==> config.mk <==
export PLATFORM = sky130hd
export DESIGN_NAME = ibex_multdiv_issue
export DESIGN_NICKNAME = d
export VERILOG_FILES = /design/src/rtl/ibex_multdiv_issue_pkg.sv /design/src/rtl/ibex_multdiv_adder.sv /design/src/rtl/ibex_multdiv_issue.sv
export SDC_FILE = /design/constraint.sdc
export NUM_CORES = 1
export LEC_CHECK = 0
export ABC_CLOCK_PERIOD_IN_PS = 2360
export CORE_MARGIN = 1
export CORE_UTILIZATION = 36
export CTS_CLUSTER_SIZE = 40
export DETAILED_ROUTE_END_ITERATION = 8
export GPL_ROUTABILITY_DRIVEN = 0
export PLACE_DENSITY = 0.78
export SYNTH_ARGS = -nofsm -noshare
export SYNTH_HDL_FRONTEND = slang
export SYNTH_SLANG_ARGS = --single-unit
export TNS_END_PERCENT = 1
==> constraint.sdc <==
create_clock -name clk_i -period 2.36 [get_ports clk_i]
set_input_delay 0.236 -clock clk_i [delete_from_list [all_inputs] [get_ports clk_i]]
set_output_delay 0.236 -clock clk_i [all_outputs]
set_load 0.005 [all_outputs]
==> src/rtl/ibex_multdiv_issue_pkg.sv <==
// Shared types for the multiply/divide issue wrapper: operator encodings,
// signed-mode bit positions and the wrapper state machine encoding.
package ibex_multdiv_issue_pkg;

  typedef enum logic [1:0] {
    MD_OP_MULL = 2'd0,
    MD_OP_MULH = 2'd1,
    MD_OP_DIV  = 2'd2,
    MD_OP_REM  = 2'd3
  } md_op_e;

  // Bit positions inside the 2-bit signed-mode field.
  localparam int unsigned MD_SIGN_A_BIT = 0;
  localparam int unsigned MD_SIGN_B_BIT = 1;

  typedef enum logic [1:0] {
    MD_IDLE  = 2'd0,
    MD_RUN   = 2'd1,
    MD_DRAIN = 2'd2,
    MD_RESP  = 2'd3
  } md_issue_state_e;

  // Width of the issue-to-valid watchdog counter.
  localparam int unsigned MD_WD_W = 6;

  // Multiply operators select the multiplier half of the unit.
  function automatic logic md_is_mult(md_op_e op);
    return (op == MD_OP_MULL) || (op == MD_OP_MULH);
  endfunction

endpackage

==> src/rtl/ibex_multdiv_adder.sv <==
// Shared 34-bit adder and divisor zero detect. The unit steers both adder
// operands; bit 0 of each extended operand is its own carry injection, so
// the useful 32-bit sum sits in bits [32:1].
module ibex_multdiv_adder (
  input  logic [32:0] operand_a_i,
  input  logic [32:0] operand_b_i,
  input  logic [31:0] op_b_i,
  output logic [33:0] adder_ext_o,
  output logic [31:0] adder_o,
  output logic        equal_to_zero_o
);

  assign adder_ext_o     = {1'b0, operand_a_i} + {1'b0, operand_b_i};
  assign adder_o         = adder_ext_o[32:1];
  assign equal_to_zero_o = (op_b_i == 32'd0);

endmodule

==> src/rtl/ibex_multdiv_issue.sv <==
// Issue/writeback wrapper around the iterative multiply/divide unit.
// Holds one operation's operands stable for the unit, keeps the enables up
// until the unit's result pulse (the unit cannot be aborted), and presents
// the captured result to writeback with a valid/ready handshake.
module ibex_multdiv_issue
  import ibex_multdiv_issue_pkg::*;
#(
  parameter int unsigned MAX_LAT = 40
) (
  input  logic        clk_i,
  input  logic        rst_ni,
  input  logic        req_valid_i,
  output logic        req_ready_o,
  input  logic [1:0]  req_operator_i,
  input  logic [1:0]  req_signed_mode_i,
  input  logic [31:0] req_op_a_i,
  input  logic [31:0] req_op_b_i,
  input  logic [4:0]  req_rd_i,
  input  logic        flush_i,
  output logic        md_mult_en_o,
  output logic        md_div_en_o,
  output logic [1:0]  md_operator_o,
  output logic [1:0]  md_signed_mode_o,
  output logic [31:0] md_op_a_o,
  output logic [31:0] md_op_b_o,
  input  logic [32:0] md_alu_operand_a_i,
  input  logic [32:0] md_alu_operand_b_i,
  output logic [33:0] md_alu_adder_ext_o,
  output logic [31:0] md_alu_adder_o,
  output logic        md_equal_to_zero_o,
  input  logic [31:0] md_result_i,
  input  logic        md_valid_i,
  output logic        rsp_valid_o,
  input  logic        rsp_ready_i,
  output logic [31:0] rsp_result_o,
  output logic [4:0]  rsp_rd_o,
  output logic        busy_o,
  output logic        err_o
);

  localparam logic [MD_WD_W-1:0] WD_LIMIT = MD_WD_W'(MAX_LAT);

  md_issue_state_e    state_q, state_d;
  md_op_e             op_q, op_d;
  logic [1:0]         sm_q, sm_d;
  logic [31:0]        a_q, a_d;
  logic [31:0]        b_q, b_d;
  logic [4:0]         rd_q, rd_d;
  logic [31:0]        rsp_result_q, rsp_result_d;
  logic [4:0]         rsp_rd_q, rsp_rd_d;
  logic [MD_WD_W-1:0] wd_cnt_q, wd_cnt_d;
  logic               err_q, err_d;

  logic accept;
  logic capture;
  logic unit_active;

  assign accept      = req_valid_i & req_ready_o;
  assign unit_active = (state_q == MD_RUN) || (state_q == MD_DRAIN);
  // A flush in the same cycle as the result pulse drops that result.
  assign capture     = (state_q == MD_RUN) & md_valid_i & ~flush_i;

  // State register.
  always_ff @(posedge clk_i or negedge rst_ni) begin
    if (!rst_ni) begin
      state_q <= MD_IDLE;
    end else begin
      state_q <= state_d;
    end
  end

  // Next-state logic; DRAIN waits out an operation the unit cannot abort.
  always_comb begin
    state_d = state_q;
    unique case (state_q)
      MD_IDLE: begin
        if (accept) state_d = MD_RUN;
      end
      MD_RUN: begin
        if (md_valid_i)   state_d = flush_i ? MD_IDLE : MD_RESP;
        else if (flush_i) state_d = MD_DRAIN;
      end
      MD_DRAIN: begin
        if (md_valid_i) state_d = MD_IDLE;
      end
      MD_RESP: begin
        if (flush_i)          state_d = MD_IDLE;
        else if (accept)      state_d = MD_RUN;
        else if (rsp_ready_i) state_d = MD_IDLE;
      end
      default: state_d = MD_IDLE;
    endcase
  end

  // Outputs per state; enables are only ever high while the unit computes.
  always_comb begin
    req_ready_o  = 1'b0;
    md_mult_en_o = 1'b0;
    md_div_en_o  = 1'b0;
    rsp_valid_o  = 1'b0;
    unique case (state_q)
      MD_IDLE: req_ready_o = 1'b1;
      MD_RUN, MD_DRAIN: begin
        md_mult_en_o = md_is_mult(op_q);
        md_div_en_o  = ~md_is_mult(op_q);
      end
      MD_RESP: begin
        rsp_valid_o = 1'b1;
        // A flush discards the response, so it must not also start a new op.
        req_ready_o = rsp_ready_i & ~flush_i;
      end
      default: ;
    endcase
  end

  // Operand/result capture and the issue-to-valid watchdog.
  always_comb begin
    op_d         = op_q;
    sm_d         = sm_q;
    a_d          = a_q;
    b_d          = b_q;
    rd_d         = rd_q;
    rsp_result_d = rsp_result_q;
    rsp_rd_d     = rsp_rd_q;
    wd_cnt_d     = wd_cnt_q;
    err_d        = err_q;

    if (accept) begin
      op_d = md_op_e'(req_operator_i);
      sm_d = req_signed_mode_i;
      a_d  = req_op_a_i;
      b_d  = req_op_b_i;
      rd_d = req_rd_i;
    end

    if (capture) begin
      rsp_result_d = md_result_i;
      rsp_rd_d     = rd_q;
    end else if ((state_q == MD_RESP) && flush_i) begin
      rsp_result_d = 32'd0;
      rsp_rd_d     = 5'd0;
    end

    if (accept) begin
      wd_cnt_d = '0;
    end else if (unit_active && (wd_cnt_q != WD_LIMIT)) begin
      wd_cnt_d = wd_cnt_q + 1'b1;
    end

    if (unit_active && !md_valid_i && (wd_cnt_d == WD_LIMIT)) begin
      err_d = 1'b1;
    end
  end

  // Datapath registers.
  always_ff @(posedge clk_i or negedge rst_ni) begin
    if (!rst_ni) begin
      op_q         <= MD_OP_MULL;
      sm_q         <= 2'd0;
      a_q          <= 32'd0;
      b_q          <= 32'd0;
      rd_q         <= 5'd0;
      rsp_result_q <= 32'd0;
      rsp_rd_q     <= 5'd0;
      wd_cnt_q     <= '0;
      err_q        <= 1'b0;
    end else begin
      op_q         <= op_d;
      sm_q         <= sm_d;
      a_q          <= a_d;
      b_q          <= b_d;
      rd_q         <= rd_d;
      rsp_result_q <= rsp_result_d;
      rsp_rd_q     <= rsp_rd_d;
      wd_cnt_q     <= wd_cnt_d;
      err_q        <= err_d;
    end
  end

  assign md_operator_o    = op_q;
  assign md_signed_mode_o = sm_q;
  assign md_op_a_o        = a_q;
  assign md_op_b_o        = b_q;
  assign rsp_result_o     = rsp_result_q;
  assign rsp_rd_o         = rsp_rd_q;
  assign busy_o           = (state_q != MD_IDLE);
  assign err_o            = err_q;

  ibex_multdiv_adder u_adder (
    .operand_a_i     (md_alu_operand_a_i),
    .operand_b_i     (md_alu_operand_b_i),
    .op_b_i          (b_q),
    .adder_ext_o     (md_alu_adder_ext_o),
    .adder_o         (md_alu_adder_o),
    .equal_to_zero_o (md_equal_to_zero_o)
  );

endmodule

# Word level (Yosys, flattened, before mapping)
# Index checks and enable logic that the tools add are counted.
totals:
  regBits: 119
  elab_cells: 61
  input_bits: 177
  out_inout_bits: 178
classes:
  bitwise: 6
  n_reduce_logical: 14
  n_eq_ne: 10
  n_mux: 19
  add_sub_neg: 2
op_table:
  columns: ["cell", "n"]
  rows:
  - ["two-way mux 32 bit", 2]
  - ["adder 33 x 33 -> 34 bit", 1]
  - ["logical NOT 32 bit", 1]
  - ["two-way mux 2 bit", 8]
  - ["two-way mux 6 bit", 2]
  - ["two-way mux 5 bit", 2]
  - ["one-hot mux 2 bit (4 select lines)", 1]
  - ["adder 6 x 1 -> 6 bit, second input constant", 1]
  - ["== test 6 bit, second input constant", 1]
  - ["inequality test 6 bit, second input constant", 1]
  - ["bitwise AND 1 bit", 4]
  - ["== test 2 x 1 -> 1 bit, second input constant", 2]
  - ["== test 2 bit, second input constant", 2]
  - ["logical AND 1 bit", 4]
  - ["logical NOT 2 bit", 2]
  - ["inequality test 2 bit, second input constant", 2]
  - ["inequality test 4 bit, second input constant", 1]
  - ["AND reduction 4 bit", 1]
  - ["nonzero test 2 bit", 2]
  - ["two-way mux 1 bit", 3]
  - ["inequality test 3 bit, second input constant", 1]
  - ["logical OR 1 bit", 2]
  - ["inverter 1 bit", 2]
  - ["one-hot mux 1 bit (2 select lines)", 1]
  - ["2 further kinds", 2]

# Longest topological paths before layout
depth:
  word_depth: 7
  ltp_mapped: 11
  ltp_nobuf: 10

# Modules after synthesis
# Synthesis repeated with hierarchy kept, for this count alone.
unflattened:
  cells_unflattened: 613
  hier_area_um2: 6765.2
modules_own_cells:
  columns: ["module", "area_per_inst_um2", "seq_area_each_um2", "cells_per_inst", "instances"]
  rows:
  - ["ibex_multdiv_issue", 4647.0, 2977.9, 310, 1]
  - ["ibex_multdiv_adder", 2118.3, 0.0, 303, 1]

# Worst setup path before layout
# Ideal clock, no wire load.
synth_path:
  path_type: "input -> output"
  start: "in md_alu_operand_a_i[6]"
  end: "out md_alu_adder_o[29]"
  stages: 9
  n_path_buf: 1
  required_time_ps: 2124
  arrival_time_ps: 2360
  slack_ps: -236
  path_cell_list: "ha_1 a21o_1 a221oi_4 a21boi_2 or3_4 a311oi_4 o21a_1 xnor2_1 buf_4"
synth_between:
  elab_chain_len: 1
synth_rtl:
  columns: ["item", "line", "text"]
  rows:
  - ["start, declared", "ibex_multdiv_issue.sv:26", "input logic [32:0] md_alu_operand_a_i,"]
  - ["adder 33 x 33 -> 34 bit", "ibex_multdiv_adder.sv:13", "assign adder_ext_o = {1'b0, operand_a_i} + {1'b0, operand_b_i};"]
  - ["end, declared", "ibex_multdiv_issue.sv:29", "output logic [31:0] md_alu_adder_o,"]
# No other way between the ends.

# Final worst setup path
layout_path:
  start: "in md_alu_operand_b_i[6]"
  end: "out md_alu_adder_ext_o[30]"
layout_between:
  elab_chain_len: 1
layout_rtl:
  columns: ["item", "line", "text"]
  rows:
  - ["start, declared", "ibex_multdiv_issue.sv:27", "input logic [32:0] md_alu_operand_b_i,"]
  - ["adder 33 x 33 -> 34 bit", "ibex_multdiv_adder.sv:13", null]
  - ["end, declared", "ibex_multdiv_issue.sv:28", "output logic [33:0] md_alu_adder_ext_o,"]
# No other way between the ends.

==> metrics <==
total of max-cap violations 0; Worst Hold Class primary input to async pin; Setup Skew 9.759 ps; root buf cell clkbuf_16; largest net degree at the start of global routing roughly 60; Leakage approximately 5.9 nW; area growth from synthesis to layout 82.50%; final period utilization 1.187; slew at the pin closest to its max-slew limit 395.0 ps; Starting Density 0.3689; GR Util met3 0.08071; Syn Nets 968; TritonCTS buffer count 17; Setup TNS -10490 ps; async set or reset register ratio after synthesis 1.000; most common cell after layout, fill and taps aside clkdlybuf4s50_1; DR WL/cell ~17 um; layout cells sized above 1 0.2560; IO Count 355; ANT nets after route 0; fin nets about 1400; Setup CP Type primary input to output pin; Inst Count DP between 1000 and 1500; CTS tree done; top-area cell type share of the netlist area 0.4464; Initial DRT Pass Iterations 8; Unique masters post-synth 53; crit-path max FO 5; RSZ-0062 raised after global routing yes; Yosys warnings 0; Yosys top cell by area dfrtp_1; Seq pwr share 0.308; Total GRT Usage 0.2667; min Tclk post-route approximately 2800 ps; gr busiest metal met2; row count just under 50; GRT met2 Usage 0.4729; DR vias/cell roughly 5.0; TritonCTS Sinks between 100 and 150; # H-tree levels 4; post-synthesis sequential area ratio 0.4464; Yosys reg bits between 100 and 150; Comb power frac 0.479; Die Wd 138.1 um; Fmax around 0.36 GHz; HPWL after DPL approximately 18000 um; failing checks design-rule violations, negative setup slack; commonest cells after routing, fill and taps aside 258 x clkdlybuf4s50_1, 242 x nand2_1, 119 x dfrtp_1, 119 x buf_4, 41 x buf_2; status finished with violations; IO Port Bufs about 350; top post-synthesis cells by area dfrtp_1 45%, nand2_1 14%, ha_1 7.3%; worst-skew pair later-pin latency approximately 420 ps; Startpoint Class primary input; max_slew headroom 0.7366; CTS clock-pin slew for the worst setup and hold paths 60 ps; Top FF cell, synth dfrtp_1; max-slew violation count 0; CTS Buffer Depth 2; Data arrival, critical path 2570 ps; first-pass GRT wire length between 30000 and 40000 um; antenna violations before repair 2; vias after detailed routing between 7000 and 8000; vias in the first global route roughly 7600; Post-Syn Area roughly 6700 um2; Core Region around 18000 um2; Pwr Total between 0.01 and 0.015 W; Worst VDD drop about 700 uV; Worst Setup End Kind output pin; Clock power frac 0.214; Setup-failing EPs final between 40 and 50; sw frac 0.3433; DRC errors left slightly above 40; Final Non-Filler Cells 1438; Die ar. around 19000 um2; GR Util met1 0.2907; EDFF count, synth 0; PD cells ~980 nW/um2; final-report hold violation count 0; Req. time, crit path roughly 2100 ps; final worst slack -442.3 ps; grt ovf 0; Hold Slack 289.0 ps; Post-Syn Area per Cell ~8.9 um2; initial DRC count ~370; synthesized netlist cell count 751; die height roughly 140 um; sw power a little over 0.004 W; Int Pwr roughly 0.008 W; post-layout util 0.6732; WL final 25120 um
-- synthesized netlist by cell type (4+ instances only) --
cell type and n:
nand2_1 243, dfrtp_1 119, ha_1 39, a22o_1 37
a21oi_1 32, buf_4 32, nor2_1 31, clkbuf_1 28
inv_1 18, xnor2_1 18, a21o_1 14, o21ai_0 14
xor2_1 13, nand3_1 10, nor2b_1 9, nand4_1 8
nor3_1 8, nor4_1 8, o211ai_1 8, nand2b_1 5
a211oi_1 4, and2_1 4, nand3b_1 4
-- per-stage QoR --
| step | setup slack [ps] | cell area [um2] |
|---|---|---|
| global placement | -1097 | 11000 |
| finish | -442.3 | 12180 |
| global route | -528.8 | 12180 |
| CTS | -510.5 | 12010 |
| floorplan | -40.43 | 6743 |
| detailed placement | -1169 | 11000 |
-- path summary, 6_finish.rpt --
path / startpoint / to / slack (ps) / cells after the start
min in group clk_i: req_op_a_i[19] / md_op_a_o[19]$_DFFE_PN0N_ / 340 / 3
min reg2reg: err_o$_DFFE_PN0P_ / err_o$_DFFE_PN0P_ / 460 / 2
max reg2reg: state_q[0]$_DFFE_PN0P_ / state_q[0]$_DFFE_PN0P_ / 310 / 8
max: md_alu_operand_b_i[6] / md_alu_adder_ext_o[30] / -440 / 12
min: rst_ni / rsp_result_o[13]$_DFFE_PN0P_ / 290 / 2
max in group asynchronous: rst_ni / md_op_a_o[3]$_DFFE_PN0N_ / 1390 / 3
-- kinds of logic (layout without fill, tap and decap cells) --
logic type                 after synthesis  count (layout)  synth area share
and+or+nand+nor                        341             341            0.2166
AOI/OAI and AO/OA                      138             138            0.1530
adders and majority gates               40              40           0.07614
other                                    0               2                 0
muxes                                    3               3          0.004501
buffers and inverters                   79             535           0.06264
xor gates and xnor gates                31              31           0.04070
DFF                                    119             119            0.4464
-- sequential cells by signal, summed over array words and instances, names as in the netlist --
| register | flops |
|---|---|
| state_q | 2 |
| md_op_a_o | 32 |
| rsp_rd_o | 5 |
| md_op_b_o | 32 |
| rd_q | 5 |
| md_operator_o | 2 |
| wd_cnt_q | 6 |
| rsp_result_o | 32 |
| md_signed_mode_o | 2 |
| err_o | 1 |
-- worst max-delay path: stages --
cell and delay, ps:
buf_6 100, ha_4 250, a21o_1 200, a221oi_4 360, a21boi_4 110, buf_6 120
or3_4 350, a311oi_4 230, buf_4 170, o21a_1 160, xnor2_2 130, buf_2 150
-- per-layer routing --
layer / wire (um) / vias up
met1: 9345 / 3377
met2: 12540 / 345
met3: 2066 / 84
met5: 0 / -
met4: 1171 / 0
li1: - / 3417
-- cell type report --
class                   count  area, um2
multi-input cells         553       3880
flip-flops and latches    119       2978
diodes                      2      5.005
clock inverters            11      111.4
well taps                 229      286.5
clock buffers              21      480.5
repair buffers            485       4367
inverters                  18      67.56
fillers                  1373       5911
-- power groups by stage --
| stage | clock, W | combinational [W] | sequential (W) |
|---|---|---|---|
| after floorplan | 0 | 0.00220 | 0.00360 |
| after global placement | 0 | 0.00549 | 0.00362 |
| after detailed placement | 0 | 0.00560 | 0.00364 |
| after CTS | 0.00260 | 0.00571 | 0.00367 |
| after global routing | 0.00268 | 0.00620 | 0.00378 |
| final | 0.00255 | 0.00571 | 0.00367 |
-- timing repair --
action                                  CTS  global route
hold buffers                              1             0
endpoints found under the hold margin    26             0
endpoints found under the setup margin   63            56
buffers inserted                         26             6
pin swaps                                61            39
gates cloned                              0             0
resized for setup                       281            82
No activity file was read; power rests on OpenSTA's default activity.
==> RTL edit 1, RTL diff (config.mk and constraints unchanged) <==
`MD_WD_W`: 6 -> 12.
--- a/src/rtl/ibex_multdiv_issue_pkg.sv
+++ b/src/rtl/ibex_multdiv_issue_pkg.sv
@@ -21,7 +21,7 @@
   } md_issue_state_e;
 
   // Width of the issue-to-valid watchdog counter.
-  localparam int unsigned MD_WD_W = 6;
+  localparam int unsigned MD_WD_W = 12;
 
   // Multiply operators select the multiplier half of the unit.
   function automatic logic md_is_mult(md_op_e op);
Check against the original RTL: same outputs for any inputs over 4 cycles, from zero or initial values and one cycle with rst_ni low; that may be too few to reach the edited logic, so the function may still have changed.
==> RTL edit 1 against the original RTL <==
The flow finishes with violations (negative setup slack); combinational power grew 4.2%; design area grew 7.5%; first-iteration DRC count grew 1.4%; area after synthesis grew 8.5%; sequential cell count grew 6; total power grew 3.4%; worst setup slack lost 0.078 ns; sequential share of layout area shrank 0.55 points; wire length grew 15%.
==> RTL edit 1: results (changes against the original RTL) <==
Global route
  • Maximum number of pins on one net before global-route repair: 126 (+110%)
  • All-Layer GR Usage: 25.6% (-1.0 points)
  • Wire length of the first global-routing pass: 41.0 mm (+3.4%)
  • Number of global-route vias before repair: 8115 (+6.5%)
  • Antenna violations before repair: 1 (-1)

Routing
  • Final WL: 28.8 mm (+15%)
  • Number of DRC markers in iteration 0: 372 (+1.4%)
  • Average vias per placed instance: 5.23 (+4.1%)
  • DRT Pass-1 Iters: 5 (-3)

Place
  • HPWL reported at the end of detailed placement: 18.4 mm (+2.2%)
  • Number of buffers inserted by port buffering: 354 (unchanged)
  • Post-Place Cell Area: 11600 sq um (+5.2%)
  • Setup slack at placement: -1.11 ns (+0.0634 ns)
  • Cell count after placement: 1484 (+8.2%)

Outcome
  • Result of the run: finished with violations
  • Failing checks: negative setup slack

STA
  • Setup-violating endpoint count in the final report: 40 (-4.8%)
  • Largest clock skew in the final design: 0.0116 ns (+0.00184 ns)
  • Remaining max-slew budget at the tightest pin: 55.5% (-18 points)
  • Post-route worst setup slack: -0.521 ns (-0.0783 ns)
  • Summed negative setup slack over all endpoints: -12.12 ns (-1.63 ns)

Critical path
  • CP Launch Point: md_alu_operand_b_i[5]
  • Cell type of the slowest stage on the worst timing path: sky130_fd_sc_hd__a221oi_2
  • Data arrival, critical path: 2.64 ns (+0.07 ns)
  • Maximum fanout count along the critical path: 3 (-2)
  • Startpoint of the worst register-to-register path: state_q[0]

Synthesis
  • Post-Syn Nets: 1045 (+8.0%)
  • Post-Synthesis Cells: 828 (+10%)
  • Cell types with the largest area share after synthesis: sky130_fd_sc_hd__dfrtp_1, sky130_fd_sc_hd__nand2_1, sky130_fd_sc_hd__ha_1, sky130_fd_sc_hd__a22o_1, sky130_fd_sc_hd__buf_4
  • Most used standard cells in the synthesized netlist: sky130_fd_sc_hd__nand2_1, sky130_fd_sc_hd__dfrtp_1, sky130_fd_sc_hd__ha_1
  • Yosys warning total: 0 (unchanged)
  • Number of different library cells in the post-synthesis netlist: 63 (+19%)
  • Sequential-to-total area share from yosys stat: 43.2% (-1.4 points)

Layout
  • Share of post-route cells with drive strength above 1: 28.2% (+2.6 points)
  • Post-layout instance count excluding filler cells: 1550 (+7.8%)

Min path
  • Type of the worst min-delay path: input pin to flop

Power
  • LEAKAGE: 6.07 nW (+3.7%)
  • Worst vdd ir: 0.652 mV (-7.5%)

Clock tree
  • Maximum level of the CTS H-tree: 4 (unchanged)
  • Number of gates given a new drive strength after cts: 312 (+11%)
  • Clock slew at reported path FFs: 0.06 ns (about the same)
  • Post-CTS setup buffer count: 25 (-3.8%)
[RTL edit 1: kinds of logic (layout without fill, tap and decap cells)]
family	after synthesis	count (layout)	share of synthesized area, %
buffers and inverters	95	550	6.79
AND/OR/NAND/NOR	370	370	22.3
AO/OA/AOI/OAI	163	163	16.5
XOR/XNOR	35	35	4.23
adder cells (fa/ha/maj)	40	40	7.02
flip-flops	125	125	43.2
other	0	2	0
[RTL edit 1: final cells by class]
class / count / area, sq um
Fill cell: 1399 / 6510
Multi-Input combinational cell: 608 / 4510
Timing Repair Buffer: 498 / 4450
Sequential cell: 125 / 3130
Clock buffer: 18 / 429
Tap cell: 265 / 332
Clock inverter: 14 / 159
Inverter: 20 / 75.1
Antenna cell: 2 / 5.00
[RTL edit 1: where the power goes]
group	total [mW]	internal, mW	switching [mW]
clock	2.62	1.58	1.04
combinational	5.95	3.36	2.60
sequential	3.77	3.07	0.698
total	12.3	8.00	4.33
[RTL edit 1: worst min-delay path, cell delays in order]
cell and delay, ns:
sky130_fd_sc_hd__clkdlybuf4s50_1 0.39, sky130_fd_sc_hd__nand2_1 0.06, sky130_fd_sc_hd__nand2_1 0.04
[RTL edit 1: per-layer routing]
layer  wire [um]  global-route usage (%)
met3        2580                    8.16
met1       10500                    27.6
met5           0                       0
met4        1280                    12.0
met2       14500                    45.4
[RTL edit 1: path summary, 6_finish.rpt]
| check | cells after the start | endpoint | slack, ns |
|---|---|---|---|
| max in group asynchronous | 3 | rsp_result_o[26] | 1.39 |
| min reg2reg | 2 | md_op_a_o[13] | 0.47 |
| min | 3 | md_op_b_o[18] | 0.34 |
| min in group asynchronous | 3 | md_op_a_o[6] | 0.45 |
| max reg2reg | 8 | state_q[0] | 0.26 |
| max | 13 | md_alu_adder_ext_o[30] | -0.52 |
==> RTL edit 2, RTL diff (config.mk and constraints unchanged) <==
Without the edit above. `a_q` no longer has a reset.
--- a/src/rtl/ibex_multdiv_issue.sv
+++ b/src/rtl/ibex_multdiv_issue.sv
@@ -157,7 +157,6 @@
     if (!rst_ni) begin
       op_q         <= MD_OP_MULL;
       sm_q         <= 2'd0;
-      a_q          <= 32'd0;
       b_q          <= 32'd0;
       rd_q         <= 5'd0;
       rsp_result_q <= 32'd0;
@@ -167,7 +166,6 @@
     end else begin
       op_q         <= op_d;
       sm_q         <= sm_d;
-      a_q          <= a_d;
       b_q          <= b_d;
       rd_q         <= rd_d;
       rsp_result_q <= rsp_result_d;
@@ -175,6 +173,10 @@
       wd_cnt_q     <= wd_cnt_d;
       err_q        <= err_d;
     end
+  end
+
+  always_ff @(posedge clk_i) begin
+    a_q <= a_d;
   end
 
   assign md_operator_o    = op_q;
Check against the original RTL: not equivalent (Yosys sat finds a counterexample within 4 cycles, from zero or initial values and one cycle with rst_ni low).
==> RTL edit 2 against the original RTL <==
The flow finishes with violations (negative setup slack); die area fell by 3.5%; total power fell by 8.5%; via count fell by 6.8%; first-iteration DRC count fell by 22%; sequential power fell by 5.7%; critical endpoint is now md_alu_adder_ext_o[20]; synthesized cell count fell by 14%; count of clock-buffer cells in the layout fell by 3; sequential cell count did not move; wire length fell by 1.8%; highest routed layer unchanged; design area fell by 2.3%; non-clock buffer count fell by 4; critical path type unchanged; area after synthesis fell by 3.5%; worst setup slack got worse by 0.0022 ns.
==> RTL edit 2: results (changes against the original RTL) <==
Outcome
  • Result of the run: finished with violations
  • Failing checks: negative setup slack

Critical path
  • Startpoint of the worst register-to-register path: state_q[1]
  • Critical Path Sink: md_alu_adder_ext_o[20]
  • Gate family responsible for the most delay along the worst path: compound AO/OA/AOI/OAI gates
  • Cell type of the slowest stage on the worst timing path: sky130_fd_sc_hd__o41a_4
  • CP Launch Point: md_alu_operand_b_i[4]
  • Maximum fanout count along the critical path: 6 (+1)
  • Worst R2R Path Depth: 9 (+1)
  • Crit-path max cell delay: 0.39 ns (+0.03 ns)
  • Worst R2R Setup Slack: 0.28 ns (-0.03 ns)
  • Endpoint of the worst-slack reg-to-reg timing path: state_q[0]

Place
  • Post-Place Cell Area: 10800 sq um (-2.0%)
  • Setup slack at placement: -1.08 ns (+0.0932 ns)
  • HPWL reported at the end of detailed placement: 17.3 mm (-4.0%)
  • Number of buffers inserted by port buffering: 354 (unchanged)

Routing
  • Average vias per placed instance: 5.04 (+0.24%)
  • Final WL: 24.7 mm (-1.8%)
  • Number of DRC markers in iteration 0: 286 (-22%)
  • DRT Pass-1 Iters: 4 (-4)

STA
  • Summed negative setup slack over all endpoints: -11.85 ns (-1.36 ns)
  • Remaining max-slew budget at the tightest pin: 52.6% (-21 points)
  • Post-route worst setup slack: -0.444 ns (-0.00218 ns)
  • Largest clock skew in the final design: 0.00692 ns (-0.00284 ns)
  • Setup-violating endpoint count in the final report: 46 (+9.5%)
  • Endpoints failing hold: 0 (unchanged)

Power
  • Worst vdd ir: 0.686 mV (-2.7%)
  • LEAKAGE: 5.39 nW (-8.0%)

Synthesis
  • Number of different library cells in the post-synthesis netlist: 54 (+1.9%)
  • FFs w/ async S/R, synth: 73.1% (-27 points)
  • Sequential-to-total area share from yosys stat: 48.7% (+4.1 points)
  • Yosys warning total: 0 (unchanged)
  • Cell types with the largest area share after synthesis: sky130_fd_sc_hd__dfrtp_1, sky130_fd_sc_hd__edfxtp_1, sky130_fd_sc_hd__nand2_1, sky130_fd_sc_hd__ha_1, sky130_fd_sc_hd__a22o_1
  • Most used standard cells in the synthesized netlist: sky130_fd_sc_hd__nand2_1, sky130_fd_sc_hd__dfrtp_1, sky130_fd_sc_hd__ha_1
  • Syn_area_per_cell: 9.95 sq um (+12%)
  • Post-Syn Nets: 864 (-11%)
  • Number of flops mapped to enable cells by yosys: 32 (+32)

Global route
  • Wire length of the first global-routing pass: 36.2 mm (-8.8%)
  • All-Layer GR Usage: 25.6% (-1.0 points)
  • Antenna violations before repair: 4 (+2)
  • Maximum number of pins on one net before global-route repair: 52 (-12%)
  • Number of global-route vias before repair: 6958 (-8.7%)

Clock tree
  • Clock slew at reported path FFs: 0.06 ns (about the same)
  • Maximum level of the CTS H-tree: 4 (unchanged)
  • CTS Root Buffer Type: sky130_fd_sc_hd__clkbuf_16
  • Clock Path Buffers: 2 (unchanged)
  • Worst skew pair latency: 0.42 ns (about the same)

Min path
  • Type of the worst min-delay path: input pin to flop

Layout
  • Fillers: 1275 (-7.1%)
  • Share of post-route cells with drive strength above 1: 28.2% (+2.6 points)
  • Post-layout instance count excluding filler cells: 1337 (-7.0%)
## RTL edit 2: cell types whose count changed in the layout (fill, tap and decap cells not counted), moves of 4 or more
cell	unedited run	this run
sky130_fd_sc_hd__clkbuf_8	4	0
sky130_fd_sc_hd__dfrtp_1	119	87
sky130_fd_sc_hd__ha_4	18	22
sky130_fd_sc_hd__clkdlybuf4s50_1	258	253
sky130_fd_sc_hd__nand2_1	242	147
sky130_fd_sc_hd__dlymetal6s2s_1	12	8
sky130_fd_sc_hd__clkdlybuf4s15_1	12	4
sky130_fd_sc_hd__clkbuf_2	9	13
sky130_fd_sc_hd__dlygate4sd2_1	15	25
sky130_fd_sc_hd__edfxtp_1	0	32
## RTL edit 2: worst min-delay path by stage
| stage | from | to | depth (start not counted) | slack, ns |
|---|---|---|---|---|
| after global routing | req_op_a_i[18] | md_op_a_o[18] | 1 | 0.36 |
| after detailed placement | rst_ni | rsp_result_o[21] | 1 | 0.33 |
| final | req_op_b_i[8] | md_op_b_o[8] | 3 | 0.35 |
| after floorplan | rst_ni | err_o | 0 | -0.06 |
| after CTS | req_op_b_i[3] | md_op_b_o[3] | 3 | 0.34 |
| after global placement | rst_ni | rsp_result_o[21] | 1 | 0.32 |
## RTL edit 2: area by class of cell
| cell class | count | area [sq um] | area share (%) |
|---|---|---|---|
| inverter | 19 | 71.3 | 0.599 |
| tap | 225 | 282 | 2.37 |
| timing repair buffer | 481 | 4290 | 36.1 |
| sequential | 119 | 3140 | 26.4 |
| antenna | 5 | 12.5 | 0.105 |
| multi-input combinational | 456 | 3530 | 29.7 |
| clock buffer | 18 | 429 | 3.61 |
| clock inverter | 14 | 141 | 1.19 |
## RTL edit 2: routing by layer
layer | track usage, % | wire (um) | vias to the layer above
li1 | - | - | 3153
met1 | 28.1 | 9200 | 3182
met2 | 45.9 | 12800 | 305
met3 | 5.84 | 1410 | 92
met4 | 13.5 | 1290 | 0
met5 | 0 | 0 | -
## RTL edit 2: power breakdown
group	internal (mW)	total [mW]	switching, mW
clock network	1.48	2.49	1.02
logic	2.87	4.95	2.09
registers	2.95	3.46	0.518
## RTL edit 2: repair_timing
action / in CTS / in global routing
setup buffers: 18 / 9
gates resized for setup: 299 / 87
setup endpoints to repair: 61 / 57
hold buffers: 1 / 0
pin swaps: 67 / 53
endpoints found under the hold margin: 50 / 0
## RTL edit 2: cells by family after synthesis
group	after synthesis	share of synthesized area, %
adders and majority gates	40	7.89
and+or+nand+nor	244	16.8
DFF	119	48.7
buffers and inverters	72	6.06
xor gates and xnor gates	31	4.22
AOI/OAI and AO/OA	138	15.9
muxes	3	0.466
